### src/rtl/iob_uart_txfifo_pkg.sv
// Shared definitions for the UART transmit FIFO: FSM encoding,
// default geometry and the post-issue guard length.
package iob_uart_txfifo_pkg;

   typedef enum logic [1:0] {
      IDLE  = 2'd0,
      ISSUE = 2'd1,
      GUARD = 2'd2
   } tx_state_t;

   localparam int unsigned DATA_W_DEF     = 8;
   localparam int unsigned DEPTH_LOG2_DEF = 4;

   // Cycles spent in GUARD so uart_core can drop tx_ready after a write.
   localparam int unsigned GUARD_LEN = 1;

endpackage

### src/rtl/iob_uart_txfifo_if.sv
// Bus bundle for iob_uart_txfifo: CPU push side, FIFO status and the
// uart_core transmit handshake. The FIFO uses the slave modport.
interface iob_uart_txfifo_if
   import iob_uart_txfifo_pkg::*;
#(
   parameter int unsigned DATA_W     = DATA_W_DEF,
   parameter int unsigned DEPTH_LOG2 = DEPTH_LOG2_DEF
);

   logic                  wr_en;
   logic [DATA_W-1:0]     wr_data;
   logic                  full;
   logic                  empty;
   logic [DEPTH_LOG2:0]   level;
   logic                  overflow;
   logic                  clr_overflow;
   logic                  core_tx_ready;
   logic                  core_wr_en;
   logic [DATA_W-1:0]     core_tx_data;

   modport master (
      output wr_en, wr_data, clr_overflow, core_tx_ready,
      input  full, empty, level, overflow, core_wr_en, core_tx_data
   );

   modport slave (
      input  wr_en, wr_data, clr_overflow, core_tx_ready,
      output full, empty, level, overflow, core_wr_en, core_tx_data
   );

endinterface

### src/rtl/iob_uart_fifo_mem.sv
// Generic synchronous FIFO core: register array, wrapping pointers and a
// separate occupancy counter. Push is ignored when full, pop when empty.
module iob_uart_fifo_mem
   import iob_uart_txfifo_pkg::*;
#(
   parameter int unsigned DATA_W     = DATA_W_DEF,
   parameter int unsigned DEPTH_LOG2 = DEPTH_LOG2_DEF
) (
   input  logic                  clk,
   input  logic                  rst,
   input  logic                  push,
   input  logic [DATA_W-1:0]     push_data,
   input  logic                  pop,
   output logic [DATA_W-1:0]     pop_data,
   output logic                  full,
   output logic                  empty,
   output logic [DEPTH_LOG2:0]   level
);

   localparam int unsigned DEPTH = 2 ** DEPTH_LOG2;
   localparam logic [DEPTH_LOG2-1:0] PTR_ONE = DEPTH_LOG2'(1);
   localparam logic [DEPTH_LOG2:0]   LVL_ONE = (DEPTH_LOG2 + 1)'(1);
   localparam logic [DEPTH_LOG2:0]   LVL_MAX = (DEPTH_LOG2 + 1)'(DEPTH);

   logic [DATA_W-1:0]     mem [DEPTH];
   logic [DEPTH_LOG2-1:0] wr_ptr;
   logic [DEPTH_LOG2-1:0] rd_ptr;
   logic                  push_ok;
   logic                  pop_ok;

   // Status is decoded from the registered level, so a push in the same
   // cycle as a pop still sees full from before the edge.
   assign full     = (level == LVL_MAX);
   assign empty    = (level == '0);
   assign push_ok  = push && !full;
   assign pop_ok   = pop && !empty;
   assign pop_data = mem[rd_ptr];

   // Storage array; contents are deliberately left unreset.
   always_ff @(posedge clk) begin
      if (push_ok) begin
         mem[wr_ptr] <= push_data;
      end
   end

   // Pointer and occupancy bookkeeping.
   always_ff @(posedge clk) begin
      if (rst) begin
         wr_ptr <= '0;
         rd_ptr <= '0;
         level  <= '0;
      end else begin
         if (push_ok) begin
            wr_ptr <= wr_ptr + PTR_ONE;
         end
         if (pop_ok) begin
            rd_ptr <= rd_ptr + PTR_ONE;
         end
         case ({push_ok, pop_ok})
            2'b10:   level <= level + LVL_ONE;
            2'b01:   level <= level - LVL_ONE;
            default: level <= level;
         endcase
      end
   end

endmodule

### src/rtl/iob_uart_txfifo.sv
// UART transmit buffer: queues CPU-written bytes and feeds them to
// uart_core one at a time via its tx_ready/data_write_en handshake.
// Optional feature: define UART_TXFIFO_THRESH_EN to add the thresh input
// and the registered below_thresh refill flag.
module iob_uart_txfifo
   import iob_uart_txfifo_pkg::*;
#(
   parameter int unsigned DATA_W     = DATA_W_DEF,
   parameter int unsigned DEPTH_LOG2 = DEPTH_LOG2_DEF
) (
   input  logic                  clk,
   input  logic                  rst,
   input  logic                  rst_soft,
   input  logic                  tx_en,
`ifdef UART_TXFIFO_THRESH_EN
   input  logic [DEPTH_LOG2:0]   thresh,
   output logic                  below_thresh,
`endif
   iob_uart_txfifo_if.slave      bus
);

   logic                  rst_any;
   tx_state_t             state;
   logic [1:0]            guard_cnt;
   logic                  pop;
   logic [DATA_W-1:0]     head;
   logic [DEPTH_LOG2:0]   level_q;
   logic                  full_q;
   logic                  empty_q;
   logic [DATA_W-1:0]     tx_data_q;
   logic                  overflow_q;

   assign rst_any = rst || rst_soft;

   // Pop only from IDLE; the pop edge is also the IDLE->ISSUE edge.
   assign pop = (state == IDLE) && tx_en && !empty_q && bus.core_tx_ready;

   iob_uart_fifo_mem #(
      .DATA_W     (DATA_W),
      .DEPTH_LOG2 (DEPTH_LOG2)
   ) u_mem (
      .clk       (clk),
      .rst       (rst_any),
      .push      (bus.wr_en),
      .push_data (bus.wr_data),
      .pop       (pop),
      .pop_data  (head),
      .full      (full_q),
      .empty     (empty_q),
      .level     (level_q)
   );

   assign bus.full         = full_q;
   assign bus.empty        = empty_q;
   assign bus.level        = level_q;
   assign bus.overflow     = overflow_q;
   assign bus.core_wr_en   = (state == ISSUE);
   assign bus.core_tx_data = tx_data_q;

   // Issue FSM: latch the head byte on pop, pulse for one cycle, then
   // hold off GUARD_LEN cycles before another pop may be considered.
   always_ff @(posedge clk) begin
      if (rst_any) begin
         state     <= IDLE;
         guard_cnt <= '0;
         tx_data_q <= '0;
      end else begin
         case (state)
            IDLE: begin
               if (pop) begin
                  state     <= ISSUE;
                  tx_data_q <= head;
               end
            end
            ISSUE: begin
               state     <= GUARD;
               guard_cnt <= '0;
            end
            GUARD: begin
               if (guard_cnt == 2'(GUARD_LEN - 1)) begin
                  state <= IDLE;
               end else begin
                  guard_cnt <= guard_cnt + 2'd1;
               end
            end
            default: state <= IDLE;
         endcase
      end
   end

   // Sticky drop flag; a dropped push outranks a same-cycle clear.
   always_ff @(posedge clk) begin
      if (rst_any) begin
         overflow_q <= 1'b0;
      end else if (bus.wr_en && full_q) begin
         overflow_q <= 1'b1;
      end else if (bus.clr_overflow) begin
         overflow_q <= 1'b0;
      end
   end

`ifdef UART_TXFIFO_THRESH_EN
   // Refill request flag, registered from the registered level.
   always_ff @(posedge clk) begin
      if (rst_any) begin
         below_thresh <= 1'b1;
      end else begin
         below_thresh <= (level_q < thresh);
      end
   end
`endif

endmodule

### src/flat_wrapper.sv
// flat-port wrapper written by rule: the top's interface ports become plain ports
module iob_uart_txfifo_flat import iob_uart_txfifo_pkg::*;
#(
   parameter int unsigned DATA_W     = DATA_W_DEF,
   parameter int unsigned DEPTH_LOG2 = DEPTH_LOG2_DEF
)
  (clk, rst, rst_soft, tx_en, bus_wr_en, bus_wr_data, bus_clr_overflow, bus_core_tx_ready, bus_full, bus_empty, bus_level, bus_overflow, bus_core_wr_en, bus_core_tx_data);
  iob_uart_txfifo_if #(.DATA_W(DATA_W), .DEPTH_LOG2(DEPTH_LOG2)) bus_i ();
  input  logic clk;
  input  logic rst;
  input  logic rst_soft;
  input  logic tx_en;
  input wire logic [$bits(bus_i.wr_en)-1:0] bus_wr_en;
  input wire logic [$bits(bus_i.wr_data)-1:0] bus_wr_data;
  input wire logic [$bits(bus_i.clr_overflow)-1:0] bus_clr_overflow;
  input wire logic [$bits(bus_i.core_tx_ready)-1:0] bus_core_tx_ready;
  output wire logic [$bits(bus_i.full)-1:0] bus_full;
  output wire logic [$bits(bus_i.empty)-1:0] bus_empty;
  output wire logic [$bits(bus_i.level)-1:0] bus_level;
  output wire logic [$bits(bus_i.overflow)-1:0] bus_overflow;
  output wire logic [$bits(bus_i.core_wr_en)-1:0] bus_core_wr_en;
  output wire logic [$bits(bus_i.core_tx_data)-1:0] bus_core_tx_data;
  assign bus_i.wr_en = bus_wr_en;
  assign bus_i.wr_data = bus_wr_data;
  assign bus_i.clr_overflow = bus_clr_overflow;
  assign bus_i.core_tx_ready = bus_core_tx_ready;
  assign bus_full = bus_i.full;
  assign bus_empty = bus_i.empty;
  assign bus_level = bus_i.level;
  assign bus_overflow = bus_i.overflow;
  assign bus_core_wr_en = bus_i.core_wr_en;
  assign bus_core_tx_data = bus_i.core_tx_data;
  iob_uart_txfifo #(.DATA_W(DATA_W), .DEPTH_LOG2(DEPTH_LOG2)) u_core (.clk(clk), .rst(rst), .rst_soft(rst_soft), .tx_en(tx_en), .bus(bus_i));
endmodule
### config.mk
export PLATFORM = sky130hd
export DESIGN_NAME = iob_uart_txfifo_flat
export DESIGN_NICKNAME = d
export VERILOG_FILES = /design/src/rtl/iob_uart_txfifo_pkg.sv /design/src/rtl/iob_uart_txfifo_if.sv /design/src/rtl/iob_uart_fifo_mem.sv /design/src/rtl/iob_uart_txfifo.sv /design/src/flat_wrapper.sv
export SDC_FILE = /design/constraint.sdc
export NUM_CORES = 1
export LEC_CHECK = 0
export ABC_CLOCK_PERIOD_IN_PS = 3100
export CAP_MARGIN = 0
export CORE_ASPECT_RATIO = 1.5
export CORE_MARGIN = 10
export CORE_UTILIZATION = 50
export DETAILED_ROUTE_END_ITERATION = 12
export HOLD_SLACK_MARGIN = 0.05
export PLACE_DENSITY = 0.72
export SYNTH_ARGS = -nofsm -noshare
export SYNTH_HDL_FRONTEND = slang
export SYNTH_SLANG_ARGS = --single-unit
### constraint.sdc
create_clock -name clk -period 3.1 [get_ports clk]
set_input_delay 0.31 -clock clk [delete_from_list [all_inputs] [get_ports clk]]
set_output_delay 0.31 -clock clk [all_outputs]
set_load 0.01 [all_outputs]
# [Yosys cells after proc, flatten, opt, wreduce, memory -nomap -nowiden]
# Memories as Yosys holds them, arrays and structs flattened. A register that Yosys moved wholly into a read port is not among the register bits.
# Index checks and enable logic that the tools add are counted.
[totals] regBits=18 ramBits=128 in_bits=15 out_inout_bits=17 word_cells=48 memories=1
[classes] n_addsub=5 eq_ne=8 n_mux=10 reduce_logical=18
[mem_list] memory="u_core.u_mem.mem" depth=16 width=8 read_ports=1 rd_ports_with_merged_regs=1 wr=1 line="iob_uart_fifo_mem.sv:25" text="logic [DATA_W-1:0] mem [DEPTH];"
[op_table] cell="5-bit one-hot mux with 2 select lines" n=1
[op_table] cell="4-bit by 1-bit adder with 4-bit output, second input constant" n=2
[op_table] cell="1-bit logical AND" n=6
[op_table] cell="2-bit two-way mux" n=3
[op_table] cell="2-bit one-hot mux with 3 select lines" n=1
[op_table] cell="2-bit AND reduction" n=3
[op_table] cell="2-bit nonzero test" n=3
[op_table] cell="5-bit by 1-bit adder with 5-bit output, second input constant" n=1
[op_table] cell="5-bit == test, second input constant" n=1
[op_table] cell="5-bit logical NOT" n=1
[op_table] cell="5-bit by 1-bit subtractor with 5-bit output, second input constant" n=1
[op_table] cell="2-bit by 1-bit == test with 1-bit output, second input constant" n=2
[op_table] cell="2-bit == test, second input constant" n=2
[op_table] cell="2-bit logical NOT" n=2
[op_table] cell="1-bit two-way mux" n=4
[op_table] cell="2-bit inequality test, second input constant" n=2
[op_table] cell="2-bit one-hot mux with 2 select lines" n=1
[op_table] cell="2-bit by 1-bit adder with 2-bit output, second input constant" n=1
[op_table] cell="1-bit logical NOT" n=2
[op_table] cell="2-bit by 1-bit inequality test with 1-bit output, second input constant" n=1
[op_table] cell="1-bit logical OR" n=1

# [Longest topological paths before layout]
[logic_depth] depth_word=7 mapped_depth=11

# [Cells and area by module]
# From an unflattened synthesis, not the netlist that was laid out.
[unflattened] cells_unflattened=369 area_unflattened_um2=6573.8
[modules_own_cells] module="iob_uart_fifo_mem" instances=1 cells_per_inst=305 area_per_inst_um2=5974.5 seq_area_each_um2=4184.0
[modules_own_cells] module="iob_uart_txfifo" instances=1 cells_per_inst=64 area_per_inst_um2=599.3 seq_area_each_um2=260.2

# [Least setup slack after synthesis]
# No wires, ideal clock.
[synth_path] kind="register to register" startpoint="reg u_core.u_mem.level[0]" endpoint="reg u_core.u_mem.level[4]" setup_ns=0.070 arrival_ns=2.635 t_required_ns=3.030 slack_ns=0.395 stages_incl_launch_ff=12 n_path_buf=1 period_less_slack_ns=2.705 path_cell_list="dfxtp_1 -> nor4_4 -> a2111oi_4 -> buf_2 -> ha_1 -> inv_1 -> fa_1 -> nor2b_1 -> o21ai_1 -> nor4b_1 -> or3_1 -> a21oi_1"
[synth_via] elab_chain_len=7
[synth_lines] element="start: declaration" line="iob_uart_fifo_mem.sv:17" text="output logic [DEPTH_LOG2:0] level"
[synth_lines] element="start signal: assignment" line="iob_uart_fifo_mem.sv:60" text="2'b10: level <= level + LVL_ONE;"
[synth_lines] element="start signal: assignment" line="iob_uart_fifo_mem.sv:61" text="2'b01: level <= level - LVL_ONE;"
[synth_lines] element="start signal: assignment" line="iob_uart_fifo_mem.sv:62" text="default: level <= level;"
[synth_lines] element="5-bit logical NOT *" line="iob_uart_fifo_mem.sv:34" text="assign empty = (level == '0);"
[synth_lines] element="1-bit logical NOT *" line="iob_uart_fifo_mem.sv:36, iob_uart_txfifo.sv:36"
[synth_lines] element="1-bit logical AND (2 in a row)" line="iob_uart_txfifo.sv:36" text="assign pop = (state == IDLE) && tx_en && !empty_q && bus.core_tx_ready;"
[synth_lines] element="1-bit logical AND *" line="iob_uart_fifo_mem.sv:36" text="assign pop_ok = pop && !empty;"
[synth_lines] element="via u_core.u_mem.pop_ok" line="iob_uart_fifo_mem.sv:29" text="logic pop_ok;"
[synth_lines] element="2-bit by 1-bit == test with 1-bit output or 2-bit == test (tied branches)" line="iob_uart_fifo_mem.sv:59" text="case ({push_ok, pop_ok})"
[synth_lines] element="5-bit one-hot mux with 2 select lines or 2-bit nonzero test (tied branches)"
# Mark *: on every way through the listed nets, which the timed path passes. The rest lies on a longest branch.
# A chain may end at the register's enable or synchronous reset.

# [Worst setup path in the final report]
[layout_path] startpoint="reg u_core.u_mem.level[0]" endpoint="reg u_core.u_mem.level[4]"
[layout_via] elab_chain_len=7
[layout_lines] element="5-bit logical NOT" line="iob_uart_fifo_mem.sv:34"
[layout_lines] element="1-bit logical NOT" line="iob_uart_fifo_mem.sv:36, iob_uart_txfifo.sv:36"
[layout_lines] element="1-bit logical AND (2 in a row)" line="iob_uart_txfifo.sv:36"
[layout_lines] element="1-bit logical AND" line="iob_uart_fifo_mem.sv:36"
[layout_lines] element="2-bit by 1-bit == test with 1-bit output or 2-bit == test (tied branches)" line="iob_uart_fifo_mem.sv:59"
[layout_lines] element="5-bit one-hot mux with 2 select lines or 2-bit nonzero test (tied branches)"
# Several ways; a longest one is shown, not always the timed one.

==> results.md <==
- CP Class: register to register
- Post-synthesis compound-gate area fraction: 0.0691
- Slew @ Worst Pin: 0.843 ns
- M3 GR Usage: 0.0413
- Layout fillers: 877
- Area of the multi-input gates: 1720 um^2
- Final hold violation count: 0
- Seq cells post-synth: 154
- Syn Area/Cell: 15.6 um^2
- Largest family of logic cells by synthesized area: multiplexers
- Global route total overflow: 0
- Post-route DRC: 0
- Fmax: 0.373 GHz
- Most frequent cells in the layout: edfxtp_1 (128), mux2i_1 (46), nor2_1 (35)
- Core area: 12100 um^2
- Die Width: 111 um
- Leading cell type in the layout, fill and taps excluded: edfxtp_1
- Synth cell types: 40
- Antenna Cells: 0
- First DRT Iteration DRCs: 234
- Multiplexer share of the synthesized area: 0.112
- Die Y: 157 um
- Initial antenna violation count: 0
- Final setup violating endpoints: 0
- Num CTS Buffers: 17
- Via count: 3465
- Vias in the first global route: 3520
- Largest net degree at the start of global routing: 57
- Worst VDD drop: 375 uV
- Rows: 49
- Final GP Congestion: 0.831
- CTS tree: done
- HPWL after detailed placement: 8620 um
- Hold_buf cts: 0
- Ratio of final minimum period to clock period: 0.864
- Port Buf Inserts: 31
- Met1 usage: 0.169
- Vias per inst: 5.63
- Synth Instances: 399
- Crit. End Element: register
- Critical Path Slowest Stage Cell: dfxtp_1
- H-tree depth: 4
- DRT Pass-1 Iters: 4
- Clock tree sinks: 154
- Max-slew violations: 0
- Post-Synth Adder-Cell Area: 0.0233
- Pwr dens: 589 nW/um^2
- Postcts setup bufs: 0
- Clock latency on the worst-skew pair: 0.42 ns
- Post-Synth XOR/XNOR Area: 0.0112
- Post-layout min period: 2.68 ns
- Resize count post-CTS: 0
- Area grow syn2layout: 18.1%
- Layout Skew: 0.00690 ns
- Layout cells sized above 1: 0.136
- Grt met2 use: 0.255
- Wire length of the first global-routing pass: 20000 um
- Net Count, Synth: 425
- Critical Path AT: 3.02 ns
- MaxCap Viol Count: 0
- Setup WS post-layout: 0.423 ns
- Total GRT Usage: 0.151
- Post-DR wirelength/cell: 20.8 um
- Busiest grt layer: met2
- Final net count: 476
- Final WL: 12800 um
- RSZ-0062 raised after global routing: no
- CP max stage delay: 0.46 ns
- Simple-Gate Fraction of Synth Area: 0.0598
- CP bufs+invs: 1
- Cell family with most CP delay: simple AND/OR/NAND/NOR gates
- Worst-path maximum fanout: 5
- Synthesized area: 6230 um^2
- Reg area: 4370 um^2
- Relative slew slack: 0.437
- CTS root buf: clkbuf_16
- Register area share after synthesis: 0.700
- Yosys warning total: 0
- Setup tns final: 0 ns
- Critical Path RT: 3.44 ns
- Outcome: finished, final reports clean
- Starting density of the core: 0.516
- ANT nets after route: 0
- Max clock buf depth: 2
- Post-place setup slack: 0.169 ns
- Setup crit start kind: register
- Clock transition at path regs: 0.06 ns
- Crit path cell chain: nor4_4 > a2111oi_4 > ha_1 > inv_1 > fa_1 > nor2b_1 > o21ai_1 > nor4b_1 > or3_1 > a21oi_1
- Leakage: 2.35 nW
- Top-Level Pins: 32
- Hold Crit Class: register to register
- Die area: 17400 um^2
[tightest hold or removal path: stages, from the launching register on]
cell and delay (ns):
dfxtp_1 0.33, a22oi_1 0.08, nor2_1 0.08
[per-layer routing]
metal	vias up	share of wire
met4	0	0.039
met5	-	0
met2	100	0.51
li1	1634	-
met3	24	0.049
met1	1707	0.40
[metrics by stage]
stage               hold slack (ns)  area [um^2]  instances   util  total power, W
global route                  0.558         7360        616  0.609         0.00447
global placement              0.498         6790        584  0.562         0.00244
CTS                           0.521         7360        616  0.609         0.00436
detailed placement            0.507         6790        584  0.562         0.00244
floorplan                     0.409         6230        399      -         0.00237
finish                        0.521         7360        616  0.609         0.00434
[where the power goes]
part,switching (W),internal [W],total (W),leakage [nW]
combinational,0.0000819,0.0000533,0.000135,0.706
sequential,0.00000744,0.00226,0.00226,1.37
clock,0.000771,0.00117,0.00194,0.281
[cells in the mapped netlist]
cell type / instances / area [um^2]
buf_12: 1 / 20.0
xnor2_1: 2 / 17.5
ha_1: 10 / 125
clkbuf_1: 8 / 30.0
a22oi_1: 1 / 7.51
xor2_1: 6 / 52.6
inv_1: 11 / 41.3
nor4_4: 1 / 21.3
nand3b_1: 2 / 15.0
a2111oi_2: 4 / 60.1
or3_1: 2 / 12.5
buf_2: 9 / 45.0
or3b_1: 1 / 8.76
nor4b_1: 1 / 8.76
dfxtp_1: 26 / 521
nand4_1: 2 / 12.5
or2_2: 1 / 6.26
nand2_1: 13 / 48.8
a21oi_1: 16 / 80.1
o22ai_1: 23 / 144
edfxtp_1: 128 / 3840
fa_1: 1 / 20.0
mux4_1: 4 / 105
and2_1: 3 / 18.8
o21ai_1: 11 / 55.1
a211oi_1: 1 / 7.51
a21boi_2: 1 / 11.3
a2111oi_0: 2 / 17.5
a21o_1: 1 / 7.51
nand2b_1: 2 / 12.5
mux2i_1: 46 / 460
nor2b_1: 5 / 31.3
o21ai_0: 1 / 5.00
o31ai_1: 1 / 7.51
nor2_1: 35 / 131
buf_6: 1 / 11.3
nand3_1: 2 / 10.0
nor3_1: 7 / 35.0
mux4_2: 6 / 135
a2111oi_4: 1 / 27.5
[kinds of logic after synthesis]
| logic type | after synthesis |
|---|---|
| flops | 154 |
| simple gates | 77 |
| buf+inv | 30 |
| xor+xnor | 8 |
| mux | 56 |
| compound gates | 63 |
| fa+ha+maj | 11 |
[state kept, by name, summed over array words and instances (netlist names)]
register / cells
u_core.u_mem.mem: 128
u_core.bus.core_tx_data: 8
u_core.u_mem.level: 5
u_core.u_mem.rd_ptr: 4
u_core.u_mem.wr_ptr: 4
u_core.guard_cnt: 2
u_core.state: 2
u_core.bus.overflow: 1
[layout make-up]
class / count / area share
timing repair buffer: 51 / 0.0643
clock buffer: 24 / 0.0700
inverter: 11 / 0.00561
multi-input combinational: 215 / 0.234
tap: 153 / 0.0260
sequential: 154 / 0.593
clock inverter: 8 / 0.00748
[path summary, 6_finish.rpt]
path / start / to / slack (ns) / cells past startpoint
setup / recovery: u_core.u_mem.level[0]$_SDFFE_PP0P_ / u_core.u_mem.level[4]$_SDFFE_PP0P_ / 0.42 / 10
hold / removal: u_core.guard_cnt[1]$_SDFFE_PP0P_ / u_core.guard_cnt[1]$_SDFFE_PP0P_ / 0.52 / 2
setup reg to reg: u_core.u_mem.level[0]$_SDFFE_PP0P_ / u_core.u_mem.level[4]$_SDFFE_PP0P_ / 0.42 / 10
hold reg to reg: u_core.guard_cnt[1]$_SDFFE_PP0P_ / u_core.guard_cnt[1]$_SDFFE_PP0P_ / 0.52 / 2
Note: power is estimated with default switching activity, not from simulation.
